$ cat src/rtl/riscv_hazard_pkg.sv
// Shared types and default constants for the 5-stage RISC-V hazard/interlock unit.
// Used by riscv_fwd_sel and riscv_hazard_ctrl.
package riscv_hazard_pkg;

  typedef enum logic [1:0] {
    FWD_RF  = 2'b00,
    FWD_WB  = 2'b01,
    FWD_MEM = 2'b10
  } fwd_sel_t;

  typedef enum logic {
    RUN      = 1'b0,
    MDU_BUSY = 1'b1
  } haz_state_t;

  localparam int REG_AW_DEF      = 5;
  localparam int MDU_LAT_DEF     = 4;
  localparam int MEM_TIMEOUT_DEF = 255;
  localparam int CNT_W_DEF       = 32;

  // Width of a counter that must hold values 0..max_val (at least one bit).
  function automatic int cnt_width(input int max_val);
    return (max_val > 1) ? $clog2(max_val + 1) : 1;
  endfunction

endpackage

$ cat src/rtl/riscv_fwd_sel.sv
// One EX-operand forwarding comparator; the M-stage result wins over the W-stage result.
// Register x0 is never forwarded because it is hard-wired to zero.
module riscv_fwd_sel
  import riscv_hazard_pkg::*;
#(
  parameter int REG_AW = REG_AW_DEF
) (
  input  logic [REG_AW-1:0] rsE,
  input  logic [REG_AW-1:0] rdM,
  input  logic [REG_AW-1:0] rdW,
  input  logic              regWriteM,
  input  logic              regWriteW,
  output logic [1:0]        sel
);

  fwd_sel_t sel_c;

  always_comb begin
    sel_c = FWD_RF;
    if (regWriteM && (rdM != '0) && (rdM == rsE)) begin
      sel_c = FWD_MEM;
    end else if (regWriteW && (rdW != '0) && (rdW == rsE)) begin
      sel_c = FWD_WB;
    end
  end

  assign sel = sel_c;

endmodule

$ cat src/rtl/riscv_hazard_ctrl.sv
// Hazard/interlock unit: EX forwarding, load-use stall, branch flush, MDU interlock, dmem wait/timeout.
// Optional perf counters (stallCycles, flushCount) are built when RISCV_HAZ_PERF_EN is defined.
module riscv_hazard_ctrl
  import riscv_hazard_pkg::*;
#(
  parameter int REG_AW      = REG_AW_DEF,
  parameter int MDU_LAT     = MDU_LAT_DEF,
  parameter int MEM_TIMEOUT = MEM_TIMEOUT_DEF,
  parameter int CNT_W       = CNT_W_DEF
) (
  input  logic              clk,
  input  logic              rst,
  input  logic [REG_AW-1:0] rs1D,
  input  logic [REG_AW-1:0] rs2D,
  input  logic [REG_AW-1:0] rs1E,
  input  logic [REG_AW-1:0] rs2E,
  input  logic [REG_AW-1:0] rdE,
  input  logic [REG_AW-1:0] rdM,
  input  logic [REG_AW-1:0] rdW,
  input  logic              regWriteM,
  input  logic              regWriteW,
  input  logic              loadE,
  input  logic              pcSrcE,
  input  logic              mduStartE,
  input  logic              dmemReqM,
  input  logic              dmemReadyM,
  output logic [1:0]        forwardAE,
  output logic [1:0]        forwardBE,
  output logic              stallF,
  output logic              stallD,
  output logic              stallE,
  output logic              stallM,
  output logic              flushD,
  output logic              flushE,
  output logic              flushW,
  output logic              mduBusy,
  output logic              memTimeout,
  output logic              hazState
`ifdef RISCV_HAZ_PERF_EN
  ,
  output logic [CNT_W-1:0]  stallCycles,
  output logic [CNT_W-1:0]  flushCount
`endif
);

  localparam int MCW = cnt_width((MDU_LAT > 2) ? (MDU_LAT - 2) : 1);
  localparam int WCW = cnt_width(MEM_TIMEOUT);
  localparam bit MDU_MULTI = (MDU_LAT > 1);
  localparam logic [MCW-1:0] MDU_RELOAD = MCW'((MDU_LAT > 1) ? (MDU_LAT - 2) : 0);
  localparam logic [WCW-1:0] WAIT_MAX   = WCW'(MEM_TIMEOUT);
  localparam logic [WCW-1:0] WAIT_LAST  = WCW'((MEM_TIMEOUT > 0) ? (MEM_TIMEOUT - 1) : 0);

  if (MDU_LAT < 1) begin : g_bad_mdu_lat
    $error("riscv_hazard_ctrl: MDU_LAT must be >= 1");
  end
  if (MEM_TIMEOUT < 1) begin : g_bad_mem_timeout
    $error("riscv_hazard_ctrl: MEM_TIMEOUT must be >= 1");
  end
  if (CNT_W < 1) begin : g_bad_cnt_w
    $error("riscv_hazard_ctrl: CNT_W must be >= 1");
  end

  haz_state_t       state, stateNext;
  logic [MCW-1:0]   mduCnt, mduCntNext;
  logic [WCW-1:0]   waitCnt;
  logic             memTimeoutQ;
  logic [1:0]       fwdA, fwdB;
  logic             memWait, mduDone, loadUse;

  riscv_fwd_sel #(.REG_AW(REG_AW)) u_fwd_a (
    .rsE       (rs1E),
    .rdM       (rdM),
    .rdW       (rdW),
    .regWriteM (regWriteM),
    .regWriteW (regWriteW),
    .sel       (fwdA)
  );

  riscv_fwd_sel #(.REG_AW(REG_AW)) u_fwd_b (
    .rsE       (rs2E),
    .rdM       (rdM),
    .rdW       (rdW),
    .regWriteM (regWriteM),
    .regWriteW (regWriteW),
    .sel       (fwdB)
  );

  // dmem handshake: dmemReqM marks an outstanding M-stage access; the access
  // completes in the cycle dmemReadyM is high. Req without ready = wait cycle.
  assign memWait = dmemReqM & ~dmemReadyM;
  assign mduDone = (state == MDU_BUSY) && (mduCnt == '0) && !memWait;
  assign loadUse = loadE && (rdE != '0) && ((rdE == rs1D) || (rdE == rs2D));

  always_ff @(posedge clk or negedge rst) begin
    if (!rst) begin
      state  <= RUN;
      mduCnt <= '0;
    end else begin
      state  <= stateNext;
      mduCnt <= mduCntNext;
    end
  end

  always_comb begin
    stateNext  = state;
    mduCntNext = mduCnt;
    forwardAE  = FWD_RF;
    forwardBE  = FWD_RF;
    stallF     = 1'b0;
    stallD     = 1'b0;
    stallE     = 1'b0;
    stallM     = 1'b0;
    flushD     = 1'b0;
    flushE     = 1'b0;
    flushW     = 1'b0;
    mduBusy    = 1'b0;

    // The MDU count runs through memory waits; only leaving BUSY waits for them.
    if (state == MDU_BUSY) begin
      mduCntNext = (mduCnt == '0) ? '0 : (mduCnt - MCW'(1));
      if (mduDone) begin
        stateNext = RUN;
      end
    end else if (mduStartE && MDU_MULTI && !memWait) begin
      stateNext  = MDU_BUSY;
      mduCntNext = MDU_RELOAD;
    end

    // Every control output is forced low while reset is asserted.
    if (rst) begin
      forwardAE = fwdA;
      forwardBE = fwdB;
      mduBusy   = (state == MDU_BUSY) && !mduDone;
      if (memWait) begin
        stallF = 1'b1;
        stallD = 1'b1;
        stallE = 1'b1;
        stallM = 1'b1;
        flushW = 1'b1;
      end else if (state == MDU_BUSY) begin
        stallF = !mduDone;
        stallD = !mduDone;
        stallE = !mduDone;
      end else if (mduStartE && MDU_MULTI) begin
        // M is not stalled, so the datapath clocks a nop into M behind the held op.
        stallF = 1'b1;
        stallD = 1'b1;
        stallE = 1'b1;
      end else if (pcSrcE) begin
        flushD = 1'b1;
        flushE = 1'b1;
      end else if (loadUse) begin
        stallF = 1'b1;
        stallD = 1'b1;
        flushE = 1'b1;
      end
    end
  end

  always_ff @(posedge clk or negedge rst) begin
    if (!rst) begin
      waitCnt     <= '0;
      memTimeoutQ <= 1'b0;
    end else if (memWait) begin
      if (waitCnt != WAIT_MAX) begin
        waitCnt <= waitCnt + WCW'(1);
      end
      if (waitCnt >= WAIT_LAST) begin
        memTimeoutQ <= 1'b1;
      end
    end else begin
      waitCnt <= '0;
    end
  end

  assign memTimeout = memTimeoutQ;
  assign hazState   = state;

`ifdef RISCV_HAZ_PERF_EN
  always_ff @(posedge clk or negedge rst) begin
    if (!rst) begin
      stallCycles <= '0;
      flushCount  <= '0;
    end else begin
      if (stallF && (stallCycles != '1)) begin
        stallCycles <= stallCycles + CNT_W'(1);
      end
      if (flushE && (flushCount != '1)) begin
        flushCount <= flushCount + CNT_W'(1);
      end
    end
  end
`else
`endif

endmodule

$ cat config.mk
export PLATFORM = sky130hd
export DESIGN_NAME = riscv_hazard_ctrl
export DESIGN_NICKNAME = d
export VERILOG_FILES = /design/src/rtl/riscv_hazard_pkg.sv /design/src/rtl/riscv_fwd_sel.sv /design/src/rtl/riscv_hazard_ctrl.sv
export SDC_FILE = /design/constraint.sdc
export NUM_CORES = 1
export LEC_CHECK = 0
export CORE_UTILIZATION = 36
export DETAILED_ROUTE_END_ITERATION = 6
export GPL_TIMING_DRIVEN = 1
export HOLD_SLACK_MARGIN = 0.1
export PLACE_DENSITY = 0.77
export SYNTH_ARGS = -nofsm -noshare
export SYNTH_HDL_FRONTEND = slang
export SYNTH_HIERARCHICAL = 1
export SYNTH_SLANG_ARGS = --single-unit
$ cat constraint.sdc
create_clock -name clk -period 2.3 [get_ports clk]
set_clock_uncertainty 0.2 [all_clocks]
set_input_delay 0.575 -clock clk [delete_from_list [all_inputs] [get_ports clk]]
set_output_delay 0.575 -clock clk [all_outputs]
set_load 0.03 [all_outputs]
Word level (Yosys, flattened, before mapping)
Cells that the tools add are included.

Equality and inequality tests: 8. Bitwise operators: 2. $add $sub $neg: 2. Magnitude comparators: 1. Reduce and logical (&&, ||, !) cells: 21. Muxes and demuxes: 37.

Operators by type and width (count): $eq A5 B5 Y1 (6); $mux W1 (28); $mux W8 (2); $reduce_bool A5 Y1 (3); $mux W2 (7); $logic_and A1 B1 Y1 (12); $add A8 B1 Y8 const B (1); $ge A8 B8 Y1 const B (1); $ne A8 B8 Y1 const B (1); $logic_not A1 Y1 (2); $logic_not A2 Y1 (1); $ne A2 B1 Y1 const B (1); $reduce_and A2 Y1 (1); $reduce_bool A2 Y1 (1); $sub A2 B1 Y2 const B (1); $and A1 B1 Y1 (1); $logic_or A1 B1 Y1 (1); $not A1 Y1 (1).

Logic and storage cells: 75. Bits in registers: 12. Output and inout port bits: 14. Bits of input ports: 44.

Logic depth before layout (Yosys ltp)
Gate-level depths: netlist of the first run.

Depth after elaboration: 9. Depth in mapped cells: 6. Mapped depth without buffers: 5.

Hierarchy
Netlist of the first run, hierarchy kept.

Modules (own cells, without submodules): riscv_hazard_ctrl (area each 824.5 µm², sequential area each 300.3 µm², instances 1, cells an instance 91); riscv_fwd_sel (area each 151.4 µm², sequential area each 0.0 µm², instances 2, cells an instance 20).

Least setup slack after synthesis of the first run
OpenSTA, ideal clock, no wires.

Kind: input port to output port. From: input dmemReqM. To: output stallF. Cell stages on the path: 6. Path buffers: 1. Slack: -0.444 ns. Arrival time: 1.969 ns. Data required time: 1.525 ns. Path through: nor2b_4 > or3_1 > and3_4 > nand2b_4 > a31o_1 > buf_4.

Longest elaborated chain between the ends: 7.

Ends and longest elaborated chain: start: declaration (RTL line riscv_hazard_ctrl.sv:25) `input logic dmemReqM,`; $and A1 B1 Y1 (*) (RTL line riscv_hazard_ctrl.sv:90) `assign memWait = dmemReqM & ~dmemReadyM;`; $logic_not A1 Y1 (RTL line riscv_hazard_ctrl.sv:91) `assign mduDone = (state == MDU_BUSY) && (mduCnt == '0) && !memWait;`; $logic_and A1 B1 Y1 (RTL line riscv_hazard_ctrl.sv:91); $logic_not A1 Y1; $mux W1; $mux W1 (*) (2 in a row); end: declaration (RTL line riscv_hazard_ctrl.sv:29) `output logic stallF,`.

Mark *: on every way between the ends. The rest lies on a longest branch, timed or not.

Final worst setup path of the first run
From: input rs2E[3]. To: output forwardBE[0].

Longest elaborated chain between the ends: 5. Elaborated cells on any way between the ends: 7. Those cells by class: 2 x eq/ne; 3 x mux; 2 x reduce/logical.

Ends and longest elaborated chain: start: declaration (RTL line riscv_hazard_ctrl.sv:16) `input logic [REG_AW-1:0] rs2E,`; $eq A5 B5 Y1 (RTL line riscv_fwd_sel.sv:22) `end else if (regWriteW && (rdW != '0) && (rdW == rsE)) begin`; $logic_and A1 B1 Y1 (RTL line riscv_fwd_sel.sv:22); $mux W1 (RTL line riscv_fwd_sel.sv:22); $mux W2 (*) (RTL line riscv_fwd_sel.sv:20) `if (regWriteM && (rdM != '0) && (rdM == rsE)) begin`; net fwdB[0] (RTL line riscv_hazard_ctrl.sv:67) `logic [1:0] fwdA, fwdB;`; $mux W2 (*) (RTL line riscv_hazard_ctrl.sv:130) `if (rst) begin`; end: declaration (RTL line riscv_hazard_ctrl.sv:28) `output logic [1:0] forwardBE,`.

Mark *: on every way through the listed nets, which the timed path passes. The rest lies on a longest branch.

==> metrics.cfg, run 1 <==
[grt]
grt_pass1_vias=1303
grt_pass1_wl_um=5730
top_usage_layer=met2
antenna_found_initial=0
grtUsageTotal_pct=21.5
use_met2_pct=41.2
grt_max_degree=11
gr-total-overflow=0
gr-usage-met1_pct=25.1
use_met3_pct=3.57

[finish]
nets=250
diodes=0
final_common_cell=buf_6
drive_gt1_share_pct=44.1
syn_to_final_growth_pct=84.5
final_cell_mix=buf_6, buf_4, xor2_1, nand2_1, dfrtp_1
multiInputGateArea_um2=1020
regArea_um2=300
n_fill_cell=196

[yosys]
synth_area_per_cell_um2=8.61
syn-num-nets=177
synth_area_um2=1130
synthArstFlopShare_pct=100
synth-seq-cells=12
ys_seq_area_share_pct=26.6
ys.flop_type=dfrtp_1
syn-instance-count=131
ys_warn_count=6
synth_edf_count=0
yosysUniqueCellTypes=38

[sta]
layout_setup_ws_ps=-251
rsz0062_at_grt=true
hold_viol=0
fmax_mhz=392
setup_violations=8
timing.final.crit_share_pct=111
max-slew-margin-rel_pct=78.7
setup_tns_ps=-1390
drv_slew=0
tightestPinTransition_ps=318
min_period_ps=2550

[worst_setup_path]
timing.rr.start=waitCnt[0]
reg2reg_depth=5
cp_data_required_time_ps=1520
ff2ff_setup_slack_ps=620
worstReg2RegEnd=waitCnt[1]
arrival_ps=1780
worst_setup_path_end_kind=output port
path_max_fanout=3
cp-start-kind=primary input
criticalPathCategory=in2out

[routing]
routedWlPerCell_um=16.8
vias_per_cell=5.53
wirelength_um=3900
postRouteAntennaNets=0
vias=1288
drt_iter0_markers=51
dr.pass1.iters=6
post-route-drc-count=7

[floorplan]
die_height_um=58.0
die_area_um2=3360
io-pin-count=58
coreArea_um2=2850
start_util_pct=39.5
die_w_um=58.0
row_count=19

[clocking]
clk_path_buf_depth=2
cts_hold_buf=0
clk_transition_reported_paths_ps=70
root_buffer=clkbuf_4
cts_tree=done
cts.sinks=12
htreeDepth=1
clkLatencyLatePin_ps=260
numCtsBuffers=3

[job]
maxCapViolCount=0

[placement]
dp_hpwl_um=2660
preCtsSetupSlack_ps=-698
io_buffers=57
gp_congestion=0.751

[power_and_ir_drop]
ir_worst_vdd_mv=0.421
p_leak_nw=0.917
cellPowerDensity_nw_per_um2=446
power_w=0.000928

[outcome]
violations=design-rule violations, negative setup slack
status=finished, violations left

[hold_path]
hp-class=in2async

[critical path, cell delays in order]
cell and delay (ps):
buf_8 110, xor2_1 160, nor3_1 290, nand3_1 160, nor3_2 180, and2_4 170
buf_6 120
[timing repair]
action | 4_1_cts | 5_1_grt
endpoints found under the setup margin | 12 | 10
gates resized for setup | 171 | 31
buffers inserted | 1 | 1
pin swaps | 42 | 22
[kinds of logic after synthesis]
| kind of cell | synth area share, % |
|---|---|
| and+or+nand+nor | 28.9 |
| buffers and inverters | 2.33 |
| adders and majority gates | 2.22 |
| AOI/OAI and AO/OA | 18.2 |
| DFF | 26.6 |
| xor gates and xnor gates | 21.8 |
[per-layer routing]
layer  share of wire [%]  routed length, µm
met1                  39               1520
met5                   0                  0
met2                  54               2120
met4                 1.1                 44
met3                 5.7                224
[where the power goes]
| group | total [W] | leakage [nW] | switching (W) | internal [W] |
|---|---|---|---|---|
| logic | 0.000532 | 0.742 | 0.000258 | 0.000274 |
| clock network | 0.000125 | 0.0138 | 0.0000643 | 0.0000605 |
| registers | 0.000271 | 0.162 | 0.0000344 | 0.000237 |
[final cells by class]
class,count,area share (%)
clock buffer,3,1.08
inverter,2,0.361
sequential,12,14.4
tap,31,1.87
timing repair buffer,71,33.3
multi-input combinational,114,49.0
[cell usage after synthesis, types with 2 or more instances]
master | n | share of area [%]
a211oi_1 | 2 | 1.3
a211oi_2 | 2 | 2.2
a21oi_1 | 6 | 2.7
a31oi_1 | 4 | 2.2
and2_1 | 5 | 2.8
and3_1 | 2 | 1.1
buf_4 | 2 | 1.3
dfrtp_1 | 12 | 27
ha_1 | 2 | 2.2
inv_1 | 2 | 0.67
nand2_1 | 12 | 4.0
nand3_1 | 7 | 3.1
nor2_1 | 5 | 1.7
nor2b_1 | 2 | 1.1
nor3_1 | 8 | 3.6
nor3_2 | 2 | 1.8
nor4_1 | 3 | 1.7
o21ai_0 | 6 | 2.7
o41ai_2 | 2 | 2.9
xnor2_1 | 16 | 12
xor2_1 | 12 | 9.3
[flip-flops by register name (all words and copies together), names as in the netlist]
signal	flops
waitCnt	8
mduCnt	2
hazState	1
memTimeout	1
[metrics by stage]
stage               util [%]  hold WS, ps  area (µm²)  cells
floorplan                  -         79.4        1140    131
global placement        62.7          264        1790    228
detailed placement      62.7          265        1790    228
CTS                     68.1          187        1940    232
global route            72.9          217        2080    233
finish                  72.9          185        2080    233
[how the worst max path moves through the flow]
stage              from           end  slack, ps  depth (start not counted)
6_report        rs2E[3]  forwardBE[0]       -250                          7
3_5_place_dp     rdE[1]        stallD       -700                          6
4_1_cts        dmemReqM        stallD       -290                          7
2_1_floorplan  dmemReqM        stallF       -300                          6
3_3_place_gp     rdE[1]        stallD       -630                          6
5_1_grt         rs1D[0]        stallD       -340                          7
No activity file was read; power rests on OpenSTA's default activity.
==> inputs of run 2 (changes only) <==
--- a/config.mk
+++ b/config.mk
@@ -5,6 +5,7 @@
 export SDC_FILE = /design/constraint.sdc
 export NUM_CORES = 1
 export LEC_CHECK = 0
+export ABC_CLOCK_PERIOD_IN_PS = 2300
 export CORE_UTILIZATION = 36
 export DETAILED_ROUTE_END_ITERATION = 6
 export GPL_TIMING_DRIVEN = 1
==> results of run 2 <==
Final layout, timing and power as in run 1 (identical DEF).
==> edit, RTL diff (flow settings as in run 1) <==
Set the package constant `REG_AW_DEF` to 6 (it was 5).
--- a/src/rtl/riscv_hazard_pkg.sv
+++ b/src/rtl/riscv_hazard_pkg.sv
@@ -13,7 +13,7 @@
     MDU_BUSY = 1'b1
   } haz_state_t;
 
-  localparam int REG_AW_DEF      = 5;
+  localparam int REG_AW_DEF      = 6;
   localparam int MDU_LAT_DEF     = 4;
   localparam int MEM_TIMEOUT_DEF = 255;
   localparam int CNT_W_DEF       = 32;
Ports: changed (7 resized); port bits go from 58 to 65. No check against the original RTL was run, so the function may have changed too.
==> edit against run 1 <==
Critical endpoint is now forwardAE[0]. Power decreased by 3.1%. Utilization decreased by 4.3 points. Combinational power decreased by 3%. Area after synthesis increased by 8.5%. Final area increased by 3.2%. The run ends with negative setup slack left. Highest routed layer unchanged. Sequential cell count unchanged. Worst hold slack got worse by 0.020 ns. Critical path depth unchanged. Largest power group unchanged. Worst setup slack got worse by 0.15 ns. Wire length increased by 8.2%. Non-clock buffer count increased by 13. First-iteration DRC count decreased by 5.9%.
==> edit: results (changes against run 1) <==
[outcome]
status = finished with violations
violations = negative setup slack

[synth]
synth-edff-count = 0  ; unchanged
yosys-top-cells-area = dfrtp_1 (25%), xor2_1 (16%), xnor2_1 (9.3%)
syn_nets = 199  ; +12%
synthTopCellsByCount = xor2_1 (22), xnor2_1 (13), dfrtp_1 (12), nand2_1 (12), nor2_1 (12)
async_flop_share_pct = 100.0  ; unchanged
synth.distinct_cells = 36  ; -5.3%
ys_seq_area_share_pct = 24.54  ; -2.1 points

[cells_and_area]
reg_top3 = waitCnt: 8 flops, mduCnt: 2 flops
layout-drive-gt1-share_pct = 46.05  ; +2.0 points
n_antenna_cell = 0  ; unchanged
multi_input_area_um2 = 1077  ; +5.8%
nets = 283  ; +13%
nFillCells = 256  ; +31%

[power_and_ir_drop]
peakVddDrop_uv = 176.4  ; -58%
leakage_nw = 0.9520  ; +3.8%
cellInternalPower_mw = 0.5402  ; -5.4%

[drt]
viasPerCell = 5.279  ; -4.5%
firstDrtPassIters = 4  ; -2
first_iter_violations = 48  ; -5.9%
wl_mm = 4.223  ; +8.2%
drc = 0  ; -7

[global_route]
grt_pass1_vias = 1519  ; +17%
antenna_found_initial = 0  ; unchanged
grt_max_degree = 13  ; +2
grt.total_usage_pct = 23.80  ; +2.3 points
grt_pass1_wl_mm = 6.479  ; +13%

[placed_design]
placedInstanceArea_um2 = 2024  ; +13%
gp_congestion = 0.8465  ; +13%
dp_hpwl_mm = 3.150  ; +18%
port_buffers = 64  ; +12%

[timing]
finalWorstSetupSlack_ns = -0.3994  ; -0.1483 ns
worst_pin_slew_ns = 0.3150  ; -0.003509 ns
finalSetupViolations = 7  ; -1

[clock_tree]
clockBufferDepth = 2  ; unchanged
clk-insertion-delay-late_ns = 0.27

[setup_path]
reg2regPathDepth = 4  ; -1
r2r_slack_ns = 0.53  ; -0.09 ns
worst_ep_arrival_time_ns = 1.92  ; +0.14 ns
r2r_start = waitCnt[1]
crit_fanout = 3  ; unchanged
r2r_end = waitCnt[1]
crit_end = forwardAE[0]
worstSetupStartpoint = rdM[4]

==> edit: layout make-up <==
type	count	area share, %
clock buffer	3	1.049
sequential	12	13.99
inverter	5	0.8741
multi-input combinational	124	50.17
timing repair buffer	84	31.35
tap	44	2.564
==> edit: what timing repair did <==
action / 4_1_cts / 5_1_grt
endpoints found under the setup margin: 12 / 9
buffers inserted: 2 / 1
pin swaps: 42 / 22
gates resized for setup: 151 / 40
endpoints found under the hold margin: 0 / 0
hold buffers: 0 / 0
==> edit: metal layers <==
layer / global-route usage [%] / vias up / part of all wire, %
li1: - / 680 / -
met1: 23.78 / 684 / 37
met2: 46.62 / 62 / 53
met3: 6.061 / 10 / 7.4
met4: 8.306 / 0 / 2.3
met5: 0 / - / 0
==> edit: critical path: stages <==
cell       delay [ns]
buf_8            0.10
or4_4            0.54
o21bai_4         0.15
a2111oi_4        0.09
a211oi_2         0.18
and2_4           0.17
buf_6            0.12
==> edit: worst min-delay path by stage <==
stage                from          to  slack [ns]
2_1_floorplan         rst    hazState        0.08
3_3_place_gp   memTimeout  memTimeout        0.28
3_5_place_dp   memTimeout  memTimeout        0.27
4_1_cts               rst    hazState        0.16
5_1_grt               rst    hazState        0.17
6_report              rst    hazState        0.16
==> edit: through the flow <==
step | setup WS, ns | TNS [ns] | instances | hold WS [ns]
3_3_place_gp | -0.7547 | -5.288 | 268 | 0.2789
5_1_grt | -0.4270 | -2.285 | 272 | 0.1686
6_report | -0.3994 | -1.802 | 272 | 0.1649
3_5_place_dp | -0.8824 | -5.769 | 268 | 0.2690
2_1_floorplan | -0.3367 | -0.9077 | 146 | 0.07941
4_1_cts | -0.4693 | -2.026 | 272 | 0.1571
==> edit: power groups by stage <==
stage	clock, mW	combinational (mW)	sequential [mW]
after detailed placement	0	0.473	0.263
after global placement	0	0.463	0.261
after global routing	0.138	0.556	0.263
after floorplan	0	0.220	0.279
final	0.124	0.516	0.259
after CTS	0.131	0.483	0.258
==> edit: cell families after synthesis <==
kind of cell	synth area share, %
and+or+nand+nor	26.07
xor gates and xnor gates	25.05
AOI/OAI and AO/OA	18.41
DFF	24.54
buffers and inverters	3.885
adders and majority gates	2.045
